`src/rtl/addsub_sequencer.sv`:
```
// rtl/addsub_sequencer.sv - operand capture and add/subtract sequencing for a carry-in-less ripple adder
// Keys are synchronized and debounced; subtraction runs as A + ~B followed by + 1.

module addsub_key_debounce #(
   parameter int CYCLES = 500000
) (
   input  logic i_clk,
   input  logic i_rst,
   input  logic i_key_n,
   output logic o_press
);
   localparam int CW = (CYCLES < 2) ? 1 : $clog2(CYCLES + 1);

   logic          r_meta;
   logic          r_sync;
   logic          r_level;
   logic          r_press;
   logic [CW-1:0] r_cnt;

   // r_level is the accepted key level; it flips only after CYCLES differing cycles in a row
   always_ff @(posedge i_clk or posedge i_rst) begin
      if (i_rst) begin
         r_meta  <= 1'b1;
         r_sync  <= 1'b1;
         r_level <= 1'b1;
         r_press <= 1'b0;
         r_cnt   <= '0;
      end else begin
         r_meta  <= i_key_n;
         r_sync  <= r_meta;
         r_press <= 1'b0;
         if (r_sync == r_level) begin
            r_cnt <= '0;
         end else if (r_cnt == CW'(CYCLES - 1)) begin
            r_cnt   <= '0;
            r_level <= r_sync;
            r_press <= ~r_sync;
         end else begin
            r_cnt <= r_cnt + 1'b1;
         end
      end
   end

   assign o_press = r_press;
endmodule

module addsub_sequencer #(
   parameter int WIDTH           = 5,
   parameter int DEBOUNCE_CYCLES = 500000
) (
   input  logic             i_clk,
   input  logic             i_rst,
   input  logic             i_key_load_n,
   input  logic             i_key_go_n,
   input  logic [WIDTH-1:0] i_sw_operand,
   input  logic             i_sw_mode,
   output logic [WIDTH-1:0] o_add_a,
   output logic [WIDTH-1:0] o_add_b,
   input  logic [WIDTH:0]   i_add_q,
   output logic [WIDTH:0]   o_result,
   output logic             o_result_valid,
   output logic             o_busy,
   output logic [2:0]       o_state
);
   typedef enum logic [2:0] {
      S_IDLE   = 3'd0,
      S_WAIT_B = 3'd1,
      S_READY  = 3'd2,
      S_PASS1  = 3'd3,
      S_PASS2  = 3'd4,
      S_DONE   = 3'd5
   } state_t;

   state_t           r_state;
   state_t           w_next_state;
   logic [WIDTH-1:0] r_op_a;
   logic [WIDTH-1:0] r_op_b;
   logic [WIDTH-1:0] r_tmp;
   logic             r_c1;
   logic             r_mode;
   logic [WIDTH:0]   r_result;
   logic             r_valid;

   logic             w_load;
   logic             w_go;
   logic             w_ld_a;
   logic             w_ld_b;
   logic             w_start;
   logic             w_ld_tmp;
   logic             w_ld_res;
   logic [WIDTH:0]   w_res_d;
   logic [WIDTH-1:0] w_add_a;
   logic [WIDTH-1:0] w_add_b;

   addsub_key_debounce #(.CYCLES(DEBOUNCE_CYCLES)) u_load_key (
      .i_clk   (i_clk),
      .i_rst   (i_rst),
      .i_key_n (i_key_load_n),
      .o_press (w_load)
   );

   addsub_key_debounce #(.CYCLES(DEBOUNCE_CYCLES)) u_go_key (
      .i_clk   (i_clk),
      .i_rst   (i_rst),
      .i_key_n (i_key_go_n),
      .o_press (w_go)
   );

   always_ff @(posedge i_clk or posedge i_rst) begin
      if (i_rst) begin
         r_state <= S_IDLE;
      end else begin
         r_state <= w_next_state;
      end
   end

   always_comb begin
      w_next_state = r_state;
      w_add_a      = r_op_a;
      w_add_b      = r_op_b;
      w_ld_a       = 1'b0;
      w_ld_b       = 1'b0;
      w_start      = 1'b0;
      w_ld_tmp     = 1'b0;
      w_ld_res     = 1'b0;
      w_res_d      = i_add_q;
      case (r_state)
         S_IDLE: begin
            if (w_load) begin
               w_ld_a       = 1'b1;
               w_next_state = S_WAIT_B;
            end
         end
         S_WAIT_B: begin
            if (w_load) begin
               w_ld_b       = 1'b1;
               w_next_state = S_READY;
            end
         end
         // go takes priority over a coincident load
         S_READY, S_DONE: begin
            if (w_go) begin
               w_start      = 1'b1;
               w_next_state = S_PASS1;
            end else if (w_load) begin
               w_ld_a       = 1'b1;
               w_next_state = S_WAIT_B;
            end
         end
         S_PASS1: begin
            if (r_mode) begin
               w_add_b      = ~r_op_b;
               w_ld_tmp     = 1'b1;
               w_next_state = S_PASS2;
            end else begin
               w_ld_res     = 1'b1;
               w_next_state = S_DONE;
            end
         end
         S_PASS2: begin
            w_add_a      = r_tmp;
            w_add_b      = WIDTH'(1);
            w_ld_res     = 1'b1;
            w_res_d      = {~(r_c1 | i_add_q[WIDTH]), i_add_q[WIDTH-1:0]};
            w_next_state = S_DONE;
         end
         default: w_next_state = S_IDLE;
      endcase
   end

   always_ff @(posedge i_clk or posedge i_rst) begin
      if (i_rst) begin
         r_op_a   <= '0;
         r_op_b   <= '0;
         r_tmp    <= '0;
         r_c1     <= 1'b0;
         r_mode   <= 1'b0;
         r_result <= '0;
         r_valid  <= 1'b0;
      end else begin
         if (w_ld_a) r_op_a <= i_sw_operand;
         if (w_ld_b) r_op_b <= i_sw_operand;
         if (w_start) r_mode <= i_sw_mode;
         if (w_ld_tmp) begin
            r_tmp <= i_add_q[WIDTH-1:0];
            r_c1  <= i_add_q[WIDTH];
         end
         if (w_ld_res) r_result <= w_res_d;
         if (w_ld_res) begin
            r_valid <= 1'b1;
         end else if (w_ld_a || w_start) begin
            r_valid <= 1'b0;
         end
      end
   end

   assign o_add_a        = w_add_a;
   assign o_add_b        = w_add_b;
   assign o_result       = r_result;
   assign o_result_valid = r_valid;
   assign o_busy         = (r_state == S_PASS1) || (r_state == S_PASS2);
   assign o_state        = r_state;
endmodule
```
`config.mk`:
```
export PLATFORM = sky130hd
export DESIGN_NAME = addsub_sequencer
export DESIGN_NICKNAME = d
export VERILOG_FILES = /design/src/rtl/addsub_sequencer.sv
export SDC_FILE = /design/constraint.sdc
export NUM_CORES = 1
export LEC_CHECK = 0
export BUFFER_PORTS_ARGS = -buffer_cell sky130_fd_sc_hd__buf_2
export CAP_MARGIN = 20
export CORE_UTILIZATION = 45
export CTS_CLUSTER_DIAMETER = 30
export DETAILED_ROUTE_END_ITERATION = 16
export PLACE_DENSITY_LB_ADDON = 0.1
export SLEW_MARGIN = 20
export SYNTH_ARGS = -nofsm -noshare
export SYNTH_HDL_FRONTEND = slang
export SYNTH_SLANG_ARGS = --single-unit
```
`constraint.sdc`:
```
create_clock -name i_clk -period 2.9 [get_ports i_clk]
set_input_delay 0.58 -clock i_clk [delete_from_list [all_inputs] [get_ports i_clk]]
set_output_delay 0.58 -clock i_clk [all_outputs]
set_load 0.1 [all_outputs]
```
==> flow_summary_export.csv <==
group,metric,value,unit
place,gp_routability_congestion,0.822,
place,placedCellCount,460,
route,met2RoutedLength,2850,um
logic_synthesis,syn_area,3510,sq um
route,routed.top_layer,"met4",
power_and_ir_drop,power.leakage,1.77,nW
timing,final.setup_skew,0.00834,ns
floorplan,die_height,90.4,um
timing,finalWorstSetupSlack,0.310,ns
clock_network,cts_htree_levels,3,
timing,rsz0062_at_grt,"no",
worst_setup_path,worstRegToRegCells,5,
route,drt_drc_violations_left,0,
worst_setup_path,cpPeakStageDelay,0.47,ns
floorplan,die_w,90.4,um
logic_synthesis,synth_cell_types,46,
place,placedInstanceArea,3930,sq um
place,hpwlAfterDp,4430,um
cells_and_area,postLayoutCoreUtil,56.4,%
logic_synthesis,synthArstFlopShare,100,%
clock_network,clock_sink_count,73,
worst_setup_path,setup.reg_to_reg.worst_slack,0.91,ns
clock_network,clk_transition_reported_paths,0.08,ns
power_and_ir_drop,cellPowerDensity,518,nW/um^2
logic_synthesis,synthAdderAreaFrac,0.712,%
logic_synthesis,synth-edff-count,0,
timing,post-route-period-util,89.3,%
logic_synthesis,top_area_cell_type_share_of_the_netlist_area,47.7,%
hold_path,min_path_type,"input port to async pin",
outcome,status,"completed",
logic_synthesis,synth_cells,331,
cells_and_area,layout-area-overhead-vs-synth,18.8,%
timing,timing.hold.ws,0.338,ns
power_and_ir_drop,worst_ir_drop_vdd,0.300,mV
clock_network,ctsLongestPathBuffers,2,
clock_network,clock_latency_at_the_later_pin_of_the_worst_skew_pair,0.34,ns
worst_setup_path,timing.critical_path.slowest_stage_cell,"dfrtp_2",
route,drt_pass1_iterations,4,
timing,final-setup-viol-count,0,
timing,maxClockFrequency,0.386,GHz
cells_and_area,final-instance-count-excl-fill,476,
route,drt-met1-wl,3220,um
floorplan,fp.dieArea,8160,sq um
timing,max_slew_margin,55.8,%
job,cap_violations,0,
clock_network,numCtsBuffers,9,
logic_synthesis,ys.flop_type,"dfrtp_1",
logic_synthesis,synth_top_cells_by_area,"dfrtp_1 (48%), mux2_2 (8.0%), xnor2_1 (6.2%)",
worst_setup_path,worst_r2r_startpoint,"u_go_key.r_cnt[14]$_DFF_PP0_",
cells_and_area,antenna_cells_inserted,0,
logic_synthesis,synth.most_common_cell,"dfrtp_1",
clock_network,cell_at_the_root_of_the_clock_tree,"clkbuf_8",
floorplan,row_count,31,
worst_setup_path,critical_path_class,"flop to output pin",
route,drt_first_iter_violations,76,
route,vias_per_cell,5.24,
clock_network,tritoncts_clock_tree,"done",
route,detailroute.via_count,2494,
logic_synthesis,synth_compound_gate_area_share,7.44,%
logic_synthesis,postSynthNetCount,349,
logic_synthesis,simple_gate_share_of_the_synthesized_area,21.1,%
worst_setup_path,critical_path_peak_fanout,11,
floorplan,pin_count,37,
place,post-place-ws,0.671,ns
global_routing,grt_start_max_net_pins,43,
logic_synthesis,synthesis.yosys.warnings,0,
route,detail_route.wirelength,6380,um
global_routing,first_global_vias,2333,
timing,timing.setup.tns,0,ns
global_routing,antenna_found_initial,0,
floorplan,floorplan.initialDensity,47.4,%
logic_synthesis,syn_avg_cell_area,10.6,sq um
worst_setup_path,worst_r2r_endpoint,"u_go_key.r_cnt[8]$_DFF_PP0_",
logic_synthesis,synth_top_cell_by_area,"dfrtp_1",
global_routing,grt-ovfl-total,0,
place,placement.io_buffers,36,
timing,worstMarginPinSlew,0.662,ns
worst_setup_path,path_cells,"nand2b_1, nor2_1, nand2_1, nand2_2, buf_2",
worst_setup_path,critical_path_required,2.32,ns
route,final_antenna_net_count,0,
logic_synthesis,xor_xnor_cell_area_share_of_the_yosys_netlist,7.23,%
clock_network,number_of_hold_repair_buffers_added_at_the_cts_stage,0,
worst_setup_path,worst-endpoint-arrival,2.01,ns
route,route.met3.wl,227,um
cells_and_area,final_cell_area,4180,sq um
power_and_ir_drop,power,2.16,mW
worst_setup_path,critPathCaptureType,"output pin",
logic_synthesis,synth_top_family_by_area,"simple AND/OR/NAND/NOR gates",
logic_synthesis,sequential_fraction_of_the_synthesis_area,52.2,%
clock_network,post_cts_buffers,0,
clock_network,cts_resized,0,
global_routing,globalRouteTotalUtil,17.3,%
logic_synthesis,list_of_most_frequent_post_synthesis_cells,"dfrtp_1 (67), nor2_1 (41), nand2_1 (27)",
floorplan,core_area,7410,sq um
cells_and_area,post_route_cells_drive_above_1_share,28.4,%
global_routing,grt_first_pass_wirelength,11300,um
logic_synthesis,yosys_register_bits,73,
route,wire_per_inst,13.4,um
logic_synthesis,synth_mux_area_share,8.30,%
timing,finalHoldViolations,0,
timing,finalWorstPathRequiredPeriod,2.59,ns
cells_and_area,num-nets-final,390,
timing,timing_max_transition_violations_final,0,
worst_setup_path,setup_crit_start_kind,"flop",
==> worst max path at each step <==
stage / startpoint / to / slack (ns) / cells past startpoint
global route: o_state[1]$_DFFE_PP0P_ / o_add_a[0] / 0.14 / 5
global placement: o_state[1]$_DFFE_PP0P_ / o_add_a[0] / 0.68 / 5
finish: o_state[1]$_DFFE_PP0P_ / o_add_a[0] / 0.31 / 5
CTS: o_state[1]$_DFFE_PP0P_ / o_add_a[0] / 0.28 / 5
floorplan: o_state[1]$_DFFE_PP0P_ / o_add_a[1] / 0.06 / 6
detailed placement: o_state[1]$_DFFE_PP0P_ / o_add_a[0] / 0.67 / 5
==> metal layers <==
metal	global-route usage, %	vias up
met4	8.47	0
met2	26.5	41
li1	-	1247
met1	23.4	1198
met5	0	-
met3	3.28	8
==> worst max-delay path, delay by kind of cell, from the launching register on <==
kind / cells / cell delay, ns
flip-flops: 1 / 0.47
AND/OR/NAND/NOR: 4 / 0.79
buffers and inverters: 1 / 0.41
==> cells by family (layout without fill, tap and decap cells) <==
logic type | after synthesis | count (layout)
AOI/OAI and AO/OA | 35 | 35
muxes | 26 | 26
adders and majority gates | 2 | 2
DFF | 73 | 73
xor gates and xnor gates | 29 | 29
buffers and inverters | 22 | 68
and+or+nand+nor | 144 | 144
==> cell usage in the layout (no fill, tap or decap), types with 3 or more instances in the layout <==
cell | Yosys | routed
buf_4 | 0 | 4
xor2_1 | 4 | 4
clkbuf_8 | 0 | 10
or2_2 | 3 | 3
nor2_1 | 41 | 41
xnor2_1 | 25 | 25
dfrtp_1 | 67 | 64
bufinv_16 | 0 | 3
a21oi_1 | 10 | 10
dfstp_2 | 6 | 6
o21ai_4 | 0 | 4
and3b_1 | 3 | 3
o21ai_0 | 9 | 5
nand4_1 | 8 | 8
nand3_1 | 19 | 19
nor3_1 | 9 | 9
nand3b_1 | 3 | 3
buf_12 | 0 | 6
nor4_1 | 10 | 10
mux2_2 | 25 | 25
or2_1 | 3 | 3
dfrtp_2 | 0 | 3
inv_1 | 11 | 10
or3_1 | 3 | 3
nand2_1 | 27 | 25
o31ai_1 | 4 | 4
buf_2 | 1 | 31
==> sequential cells by signal, summed over array words and instances, names as in the netlist <==
| name | cells |
|---|---|
| o_result | 6 |
| o_result_valid | 1 |
| o_state | 3 |
| r_c1 | 1 |
| r_mode | 1 |
| r_op_a | 5 |
| r_op_b | 5 |
| r_tmp | 5 |
| u_go_key.o_press | 1 |
| u_go_key.r_cnt | 19 |
| u_go_key.r_level | 1 |
| u_go_key.r_meta | 1 |
| u_go_key.r_sync | 1 |
| u_load_key.o_press | 1 |
| u_load_key.r_cnt | 19 |
| u_load_key.r_level | 1 |
| u_load_key.r_meta | 1 |
| u_load_key.r_sync | 1 |
==> cell type report <==
| cell class | instances | area, sq um |
|---|---|---|
| fillers | 653 | 3230 |
| flip-flops and latches | 73 | 1840 |
| multi-input cells | 236 | 1620 |
| repair buffers | 41 | 305 |
| clock buffers | 11 | 141 |
| well taps | 99 | 124 |
| clock inverters | 5 | 103 |
| inverters | 11 | 41.3 |
==> power by group <==
| part | leakage (nW) | total (mW) | internal, mW | switching, mW |
|---|---|---|---|---|
| sequential | 0.947 | 1.06 | 1.04 | 0.0162 |
| combinational | 0.706 | 0.145 | 0.0378 | 0.107 |
| clock | 0.120 | 0.958 | 0.594 | 0.364 |
(Power assumes the default switching activity.)
